**config.mk**
```make
export PLATFORM = sky130hd
export DESIGN_NAME = vocab_word_matcher
export DESIGN_NICKNAME = d
export VERILOG_FILES = /design/src/rtl/vocab_word_matcher.sv
export SDC_FILE = /design/constraint.sdc
export NUM_CORES = 1
export LEC_CHECK = 0
export ABC_AREA = 1
export BUFFER_PORTS_ARGS = -buffer_cell sky130_fd_sc_hd__buf_2
export CAP_MARGIN = 15
export CELL_PAD_IN_SITES_DETAIL_PLACEMENT = 1
export CELL_PAD_IN_SITES_GLOBAL_PLACEMENT = 1
export CORE_MARGIN = 2
export CORE_UTILIZATION = 41
export DETAILED_ROUTE_END_ITERATION = 6
export GPL_ROUTABILITY_DRIVEN = 0
export PLACE_DENSITY = 0.88
export SETUP_SLACK_MARGIN = 0.15
export SLEW_MARGIN = 20
export SYNTH_ARGS = -nofsm -noshare
export SYNTH_HDL_FRONTEND = slang
export SYNTH_SLANG_ARGS = --single-unit
```
**constraint.sdc**
```tcl
create_clock -name clk -period 2.4 [get_ports clk]
set_clock_uncertainty 0.2 [all_clocks]
set_input_delay 0.36 -clock clk [delete_from_list [all_inputs] [get_ports clk]]
set_output_delay 0.36 -clock clk [all_outputs]
set_load 0.01 [all_outputs]
```
**src/rtl/vocab_word_matcher.sv**
```systemverilog
// Looks up a query word among null-terminated words held in an external sync-read memory.
// Define MATCHER_NOCASE_EN for ASCII case-insensitive character comparison.
module vocab_word_matcher #(
   parameter int DATA_WIDTH   = 8,
   parameter int ADDR_WIDTH   = 4,
   parameter int MAX_WORD_LEN = 3,
   parameter int IDX_WIDTH    = 4
) (
   input  logic                               clk,
   input  logic                               rst_n,
   input  logic                               start,
   input  logic [MAX_WORD_LEN*DATA_WIDTH-1:0] word,
   output logic                               vocab_rd_en,
   output logic [ADDR_WIDTH-1:0]              vocab_addr,
   input  logic [DATA_WIDTH-1:0]              vocab_rdata,
   output logic                               busy,
   output logic                               done,
   output logic                               found,
   output logic [IDX_WIDTH-1:0]               match_idx,
   output logic [ADDR_WIDTH-1:0]              match_addr
);
   localparam int KW = $clog2(MAX_WORD_LEN + 1);
   localparam logic [ADDR_WIDTH-1:0] ADDR_LAST = '1;
   localparam logic [IDX_WIDTH-1:0]  IDX_LAST  = '1;

   typedef enum logic [2:0] {
      S_IDLE,
      S_EMPTY,
      S_RD,
      S_CMP,
      S_SKIP_RD,
      S_SKIP_CMP,
      S_DONE
   } state_t;

   state_t                             state_q, state_d;
   logic [MAX_WORD_LEN*DATA_WIDTH-1:0] query_q, query_d;
   logic [ADDR_WIDTH-1:0]              addr_q, addr_d;
   logic [ADDR_WIDTH-1:0]              wstart_q, wstart_d;
   logic [ADDR_WIDTH-1:0]              match_addr_q, match_addr_d;
   logic [KW-1:0]                      k_q, k_d;
   logic [IDX_WIDTH-1:0]               idx_q, idx_d;
   logic [IDX_WIDTH-1:0]               match_idx_q, match_idx_d;
   logic                               busy_q, busy_d;
   logic                               found_q, found_d;

   logic [DATA_WIDTH-1:0] q_char;
   logic                  v_null;
   logic                  chars_eq;
   logic                  at_last_addr;
   logic                  advance_word;

   function automatic logic [DATA_WIDTH-1:0] fold(input logic [DATA_WIDTH-1:0] c);
`ifdef MATCHER_NOCASE_EN
      if (DATA_WIDTH >= 8 && c >= DATA_WIDTH'(8'h41) && c <= DATA_WIDTH'(8'h5A))
         return c + DATA_WIDTH'(8'h20);
      else
         return c;
`else
      return c;
`endif
   endfunction

   // Positions past the stored query length read back as the terminator.
   always_comb begin
      q_char = '0;
      for (int i = 0; i < MAX_WORD_LEN; i++) begin
         if (k_q == KW'(i))
            q_char = query_q[i*DATA_WIDTH +: DATA_WIDTH];
      end
   end

   assign v_null       = (vocab_rdata == '0);
   assign chars_eq     = (fold(vocab_rdata) == fold(q_char));
   assign at_last_addr = (addr_q == ADDR_LAST);

   always_comb begin
      state_d      = state_q;
      query_d      = query_q;
      addr_d       = addr_q;
      wstart_d     = wstart_q;
      match_addr_d = match_addr_q;
      k_d          = k_q;
      idx_d        = idx_q;
      match_idx_d  = match_idx_q;
      busy_d       = busy_q;
      found_d      = found_q;
      advance_word = 1'b0;

      case (state_q)
         S_IDLE: begin
            if (start) begin
               query_d      = word;
               addr_d       = '0;
               k_d          = '0;
               idx_d        = '0;
               wstart_d     = '0;
               found_d      = 1'b0;
               match_idx_d  = '0;
               match_addr_d = '0;
               busy_d       = 1'b1;
               state_d      = (word[DATA_WIDTH-1:0] == '0) ? S_EMPTY : S_RD;
            end
         end
         S_EMPTY: state_d = S_DONE;
         S_RD:    state_d = S_CMP;
         S_CMP: begin
            if (v_null && k_q == '0) begin
               state_d = S_DONE;
            end else if (chars_eq && v_null) begin
               found_d      = 1'b1;
               match_idx_d  = idx_q;
               match_addr_d = wstart_q;
               state_d      = S_DONE;
            end else if (chars_eq) begin
               if (at_last_addr) begin
                  state_d = S_DONE;
               end else begin
                  k_d     = k_q + KW'(1);
                  addr_d  = addr_q + ADDR_WIDTH'(1);
                  state_d = S_RD;
               end
            end else if (v_null) begin
               advance_word = 1'b1;
            end else if (at_last_addr) begin
               state_d = S_DONE;
            end else begin
               addr_d  = addr_q + ADDR_WIDTH'(1);
               state_d = S_SKIP_RD;
            end
         end
         S_SKIP_RD: state_d = S_SKIP_CMP;
         S_SKIP_CMP: begin
            if (v_null) begin
               advance_word = 1'b1;
            end else if (at_last_addr) begin
               state_d = S_DONE;
            end else begin
               addr_d  = addr_q + ADDR_WIDTH'(1);
               state_d = S_SKIP_RD;
            end
         end
         S_DONE: begin
            busy_d  = 1'b0;
            state_d = S_IDLE;
         end
         default: state_d = S_IDLE;
      endcase

      // Moving to the next word stops the scan rather than wrap address or index.
      if (advance_word) begin
         if (at_last_addr || idx_q == IDX_LAST) begin
            state_d = S_DONE;
         end else begin
            idx_d    = idx_q + IDX_WIDTH'(1);
            k_d      = '0;
            addr_d   = addr_q + ADDR_WIDTH'(1);
            wstart_d = addr_q + ADDR_WIDTH'(1);
            state_d  = S_RD;
         end
      end
   end

   always_ff @(posedge clk or negedge rst_n) begin
      if (!rst_n) begin
         state_q      <= S_IDLE;
         query_q      <= '0;
         addr_q       <= '0;
         wstart_q     <= '0;
         match_addr_q <= '0;
         k_q          <= '0;
         idx_q        <= '0;
         match_idx_q  <= '0;
         busy_q       <= 1'b0;
         found_q      <= 1'b0;
      end else begin
         state_q      <= state_d;
         query_q      <= query_d;
         addr_q       <= addr_d;
         wstart_q     <= wstart_d;
         match_addr_q <= match_addr_d;
         k_q          <= k_d;
         idx_q        <= idx_d;
         match_idx_q  <= match_idx_d;
         busy_q       <= busy_d;
         found_q      <= found_d;
      end
   end

   assign vocab_rd_en = (state_q == S_RD) || (state_q == S_SKIP_RD);
   assign vocab_addr  = addr_q;
   assign busy        = busy_q;
   assign done        = (state_q == S_DONE);
   assign found       = found_q;
   assign match_idx   = match_idx_q;
   assign match_addr  = match_addr_q;

endmodule

```
==> results of run 1 <==
## layout make-up
class / instances / area share [%]
Clock inverter: 3 / 0.584
Timing Repair Buffer: 77 / 12.4
Clock buffer: 5 / 1.69
Inverter: 53 / 5.38
Sequential cell: 51 / 31.4
Multi-Input combinational cell: 317 / 45.5
Tap cell: 99 / 3.04
## report_power, final
group	total (uW)	leakage [uW]	internal [uW]	switching, uW
clock	553	0.0000408	210	343
sequential	1340	0.000664	1120	217
combinational	2310	0.00143	853	1450
total	4200	0.00213	2190	2010
## logic make-up after synthesis
group                      synth area share (%)
AOI/OAI and AO/OA                          9.03
xor gates and xnor gates                   1.12
adders and majority gates                  2.01
buffers and inverters                      9.35
DFF                                        40.9
and+or+nand+nor                            37.6
## sequential cells by signal (all words and copies together), names as in the netlist
signal      count
vocab_addr      4
state_q         3
busy            1
match_idx       4
query_q        24
k_q             2
idx_q           4
match_addr      4
wstart_q        4
found           1
## how the worst max path moves through the flow
stage | end | start | depth (start not counted)
3_3_place_gp | match_addr[2] | k_q[0] | 15
3_5_place_dp | found | k_q[0] | 15
6_report | k_q[0] | k_q[1] | 16
2_1_floorplan | match_addr[2] | k_q[0] | 16
4_1_cts | match_addr[2] | k_q[1] | 16
5_1_grt | k_q[0] | k_q[1] | 16
## layer usage
layer | vias to the layer above | share of wire (%) | track usage (%)
met2 | 129 | 50 | 46.0
met1 | 1563 | 40 | 30.6
li1 | 1497 | - | -
met5 | - | 0 | 0
met3 | 45 | 5.2 | 4.40
met4 | 0 | 5.0 | 12.4
## cells in the mapped netlist, types with 2 or more instances
master and instances:
buf_6 2, nand3b_1 3, nand3_1 25, nand2_4 4
o21ai_0 23, nand3_2 8, ha_1 5, inv_1 41
inv_2 9, nor2_4 2, nand2_1 162, nor2_1 29
buf_2 3, nand2_2 14, a21oi_1 6, dfrtp_1 51
o21ai_1 7, buf_4 2, xor2_1 4, nand4_1 7
o21ai_2 7
## worst min-delay path, cell delays in order
cell and delay [ns]:
buf_2 0.08, nand2_1 0.04, nand2_1 0.04
## stage by stage
stage	cells	instance area, sq um	hold slack, ns	utilization [%]
4_1_cts	600	3880	0.0341	53.3
3_5_place_dp	577	3510	0.216	48.1
3_3_place_gp	577	3510	0.206	48.1
6_report	605	4070	0.0343	55.9
2_1_floorplan	427	3120	-0.136	-
5_1_grt	605	4070	0.0513	55.9
## timing repair
| item | CTS | global route |
|---|---|---|
| hold buffers | 1 | 0 |
| pin swaps | 15 | 24 |
| resized for setup | 37 | 35 |
| setup buffers | 11 | 3 |
| endpoints found under the setup margin | 25 | 25 |
| gates cloned | 3 | 2 |
| hold endpoints to repair | 24 | 0 |
==> results, run 1 <==
- The flow ran to the end, but the final reports show violations.
- The checks that failed: negative setup slack.
- The layout net count is 545.
- The number of max-capacitance violations reported is 0.
- The total overflow left after global routing is 0.
- The post-synthesis net count is 467.
- The standard cell core area is 7290 sq um.
- TritonCTS built the clock tree.
- The first-pass GRT wire length is 17.0 mm.
- The number of I/O pins is 51.
- The total count of max-transition violations in the final report is 0.
- The static leakage is 0.00213 uW.
- Synthesis produced a netlist whose cell count is 427.
- The total global routing track utilization is 26.0%.
- The worst register-to-register path begins at k_q[1].
- The most instantiated flip-flop cell in the synthesis netlist is dfrtp_1.
- For the worst flop-to-flop path, the logic depth is 16.
- The largest fanout of any net on the critical path is 8.
- The total power of the final layout is 4200 uW.
- The highest attainable clock frequency is 0.365 GHz.
- The number of filler instances in the final layout is 957.
- The worst setup path is launched from a flop.
- The cell that appears most often on the critical path is nand2_2.
- The cell accounting for the most synthesized area is dfrtp_1.
- Summing the sequential cell areas from Yosys gives 40.9% of the chip area.
- The average detailed-routed wire length per instance is 19.2 um.
- The signal on the critical path passes through inv_2 -> ha_4 -> buf_12 -> inv_12 -> nand2_2 -> nand3_2 -> nand2_1 -> nand2_2 -> nand2_2 -> inv_2 -> nand2_2 -> nor2_4 -> buf_4 -> nand4_1 -> a21oi_2 -> nor2_2.
- The starting density of the core is 42.8%.
- The TritonCTS sink count is 51.
- The top cell types in the final layout, fill and taps aside, are nand2_1, dfrtp_1, buf_2, inv_1, nand2_2.
- The cell with the largest stage delay on the worst path is dfrtp_1.
- Across all setup checks in the final design, the least slack found is -0.337 ns.
- The TritonCTS buffer count is 5.
- The starting DRC count in detailed routing is 242.
- Averaged over all synthesized cells, the footprint is 7.30 sq um.
- The power density over the cells is 1030 nW/um^2.
- Among cell families on the critical path, the largest total delay comes from simple AND/OR/NAND/NOR gates.
- The detailed-route DRC error count is 0.
- The setup path with the least slack is of type flop to flop.
- The top cell type's share of synthesized area is 40.9%.
- The relative area change from synthesis to final layout is 30.6%.
- The worst setup path is captured at a flop.
- The time the final worst path needs with I/O delays and setup is 2.74 ns.
- The number of cells on the worst hold path is 3.
- The final antenna diode count is 0.
- In this run the critical register-to-register path is captured at k_q[0].
- The buffer depth of the longest clock path is 2.
- The CTS clock-pin slew for the worst setup and hold paths is 0.11 ns.
- Setup violations remaining at the end of the flow were counted as 25.
- After synthesis the netlist holds a flip-flop and latch count of 51.
- The area used by multi-input combinational logic is 1850 sq um.
- The combined buffer and inverter count along the critical path is 5.
- Setup slack on the worst reg-to-reg path comes out at -0.34 ns.
- In this run the most critical hold path is launched from word[21].
- The post-placement worst setup slack is -0.163 ns.
- The die covers 8320 sq um.
- The delay contributed by the slowest stage of the critical path is 0.48 ns.
- The netlist uses 34 different library cells.
- In the post-synthesis netlist, the biggest area contributors are dfrtp_1, nand2_1, inv_1.
- The data arrival time of the critical path is 2.75 ns.
- The final antenna-violating net count is 0.
- The mapped cell area is 3120 sq um.
- The share of the clock period used by the worst path is 114%.
- The detailed-routing iteration count for the pre-antenna-repair pass is 4.
- The sum of negative setup slack is -2.70 ns.
- The overall die width is 91.2 um.
- The proportion of register bits with asynchronous set or reset after synthesis is 100%.
- For this block, the routed nets add up to 11.6 mm of wire.
- The slew of the pin with the lowest slew margin is 0.606 ns.
- The number of synthesized flops with an enable pin is 0.
- The worst voltage drop across the vdd grid is 483 uV.
- In the routed layout, each cell is associated on average with a via count of 5.35.
- The ratio of cells with drive above 1 in the final layout is 35.2%.
- The placed wire-length estimate is 6.58 mm.
- At the later pin of the worst-skew pair, clock insertion delay measures 0.33 ns.
- Headroom to the max-slew limit came out at 59.6%.
- The number of antenna violations at the first check in global routing was 0.
- For hold timing, the worst endpoint is query_q[21].
- The worst min-delay path category is primary input to flop.
- The area taken by flip-flops and latches is 1280 sq um.
- Setup repair after global routing could not meet its margin everywhere.
- The number of synthesis warnings is 0.
- Port buffering added 50 buffers.
- Entering global routing, the biggest net connects 31 pins.
- The library cell used as clock root buffer is clkbuf_8.
- The number of endpoints with negative hold slack in the final report is 0.
- The floorplan has 31 rows.
- The leading cell type in the layout, fill and taps excluded is nand2_1.
- The CTS H-tree depth is 2.
- The via count of the first global-routing pass is 3433.
- STA puts the critical path data required time at 2.42 ns.
- Summing over every cut layer, the via total after detailed routing is 3234.
- The die span in y is 91.2 um.
Power figures use the tool's default switching activity.
==> run 2: changes to the inputs <==
GPL_ROUTABILITY_DRIVEN = default   (was 0)
SLEW_MARGIN = 25   (was 20)
clock period = 2.6 ns   (was 2.4 ns; I/O delays follow)
==> run 2 against run 1 <==
  * Worst hold slack improved by 0.027 ns
  * Wire length shrank 18%
  * Global-route usage shrank 3.4 points
  * Via count fell by 6.5%
  * Maximum frequency is 9.5% higher
  * Sequential cell count is the same
  * Sequential power is 9% lower
  * Highest routed layer unchanged
  * Critical path depth is the same
  * The flow now finishes without violations
  * Setup slack improved by 0.44 ns
  * Largest cell class unchanged
  * First-iteration DRC count down 43%
  * Die area is the same
  * Largest power group unchanged
==> results, run 2 (synthesis gave the netlist of run 1 again) <==
- The total count of max-transition violations in the final report is 0.
- The data required time at the worst endpoint is 2.61 ns.
- The largest fanout of any net on the critical path is 8.
- The path class of the tightest hold or removal check is primary input to flop.
- The element type at the critical path end is a flop.
- Summing all placed instances gives a cell area of 3450 sq um.
- At the pin with the least slew margin, the transition time is 0.478 ns.
- The critical path start-end classification is flop to flop.
- The starting density of the core is 42.8%.
- In this run, the number of DRC markers left after iteration 0 of detailed routing was 139.
- The via count of the first global-routing pass is 3154.
- Across the run, the number of max-cap violations was 0.
- The run finished with clean final reports.
- The power density over the cells is 943 nW/um^2.
- In the finished design, the share of the clock period the worst path needs comes to 96.1%.
- Relative to the synthesized area, the layout overhead comes to 21.7%.
- The flip-flop count of the largest register, all copies and words added is 24.
- In the final routed layout, each cell accounts on average for 16.1 um.
- The number of cells in the finished layout apart from fillers is 593.
- The detailed-route DRC error count is 0.
- The number of endpoints with negative hold slack in the final report came to 0.
- Setup repair after global routing could not meet its margin everywhere.
- The data arrival time of the critical path is 2.51 ns.
- The detailed-routing iteration count for the pre-antenna-repair pass is 4.
- The floorplan step defined a die boundary enclosing 8320 sq um.
- The root buffer cell chosen for the clock tree is clkbuf_8.
- The detailed-route via count is 3024.
- The final layout contains 534 nets.
- Leaving out fill and tap cells, the most frequent cell in the layout is nand2_1.
- In this run the tool buffered the top-level ports with 50 buffer cells.
- The clock reaches the later pin of the worst-skew pair after 0.32 ns.
- The total global routing overflow is 0.
- The congestion estimate from routability-driven global placement came to 0.844.
- The static leakage is 0.00203 uW.
- The floorplan step set the die height to 91.2 um.
- In this run the tightest slew margin relative to its limit is 68.0%.
- The number of antenna diodes in the final layout is 0.
- Adding up every negative setup slack in the final design gives 0 ns.
- The number of I/O pins is 51.
- Clock-pin slew was measured on the worst setup and hold paths at 0.10 ns.
- TritonCTS built the clock tree.
- In the layout the commonest cells are nand2_1, buf_2, dfrtp_1, inv_1, nor2_1.
- The TritonCTS buffer count is 5.
- The category of the worst setup path launch point is a flop.
- CTS saw 51 sinks.
- In this run the core area contains 31 standard-cell rows.
- The number of antenna violations at the first check in global routing is 0.
- The CTS H-tree depth is 2.
- The overall die width is 91.2 um.
- The standard cell core area is 7290 sq um.
- The maximum number of pins on one net before global-route repair is 52.
- The post-route netlist has 27.5% of its cells at a drive strength greater than 1.
- In this run the deepest clock path goes through 2 buffers.
- The time the final worst path needs with I/O delays and setup is 2.50 ns.
- The worst-case IR drop observed on VDD is 527 uV.
- The total of endpoints with negative setup slack in the final report is 0.
- The first global-routing pass estimated 15.1 mm of wire.
- Derived from the worst setup path, the maximum achievable clock frequency is 0.400 GHz.
- The final antenna-violating net count is 0.
- The wire length after detailed routing is 9.53 mm.
- The number of filler instances in the final layout is 974.
- Summed over all nets, the half-perimeter wirelength after detailed placement is 6.34 mm.
- In the routed layout, each cell is associated on average with a via count of 5.10.
- The total global routing track utilization is 22.6%.
- The finished cells cover 3790 sq um.
- The top register by number of flip-flops is query_q.
- The instance count after placement with tap cells included is 570.
[run 2: repair_timing]
| item | CTS | global route |
|---|---|---|
| setup buffers | 3 | 10 |
| hold endpoints to repair | 51 | 0 |
| cloned | 0 | 2 |
| endpoints found under the setup margin | 20 | 28 |
| pin swaps | 1 | 5 |
| gates resized for setup | 6 | 18 |
| hold buffers | 1 | 0 |
[run 2: cell type report]
cell class                 count  area, sq um  area share, %
clock inverter                 2         37.5          0.989
clock buffer                   5         68.8           1.81
inverter                      53          223           5.87
tap                           99          124           3.26
multi-input combinational    314         1630           43.0
sequential                    51         1280           33.7
timing repair buffer          69          434           11.4
[run 2: final timing paths]
path	from	endpoint	slack (ns)	depth (start not counted)
max	k_q[1]	k_q[0]	0.10	16
min	word[23]	query_q[23]	0.06	3
max reg2reg	k_q[1]	k_q[0]	0.10	16
min reg2reg	match_idx[1]	match_idx[1]	0.27	2
max in group asynchronous	rst_n	vocab_addr[0]	1.58	3
min in group asynchronous	rst_n	query_q[18]	0.38	3
[run 2: where the power goes]
| part | internal (uW) | total (uW) | switching, uW |
|---|---|---|---|
| Clock | 282 | 569 | 287 |
| Combinational | 657 | 1790 | 1130 |
| Sequential | 1040 | 1220 | 184 |
[run 2: per-layer routing]
metal  track usage [%]  vias to the layer above  part of all wire, %
met5                 0                        -                    0
met4              5.93                        0                  2.4
met3              3.15                       19                  4.1
met2              39.3                       90                   51
met1              29.6                     1444                   43
li1                  -                     1471                    -
[run 2: metrics by stage]
stage	hold slack (ns)	setup WS, ns	util [%]	total power (uW)
after floorplan	-0.106	0.479	-	2300
after CTS	0.0658	0.161	49.9	3400
after detailed placement	0.203	0.0430	47.4	2750
after global routing	0.0827	0.0213	52.0	3890
final	0.0615	0.100	52.0	3580
after global placement	0.199	0.128	47.4	2660
[run 2: worst max-delay path, stage by stage (launching register included)]
cell	delay (ns)
dfrtp_1	0.41
inv_2	0.10
ha_4	0.17
buf_6	0.13
inv_8	0.09
nand2_1	0.09
nand3_2	0.07
nand2_1	0.06
nand2_1	0.07
nand2_2	0.07
inv_2	0.06
nand2_2	0.07
nor2_4	0.16
buf_4	0.12
nand4_1	0.18
a21oi_1	0.27
nor2_2	0.07
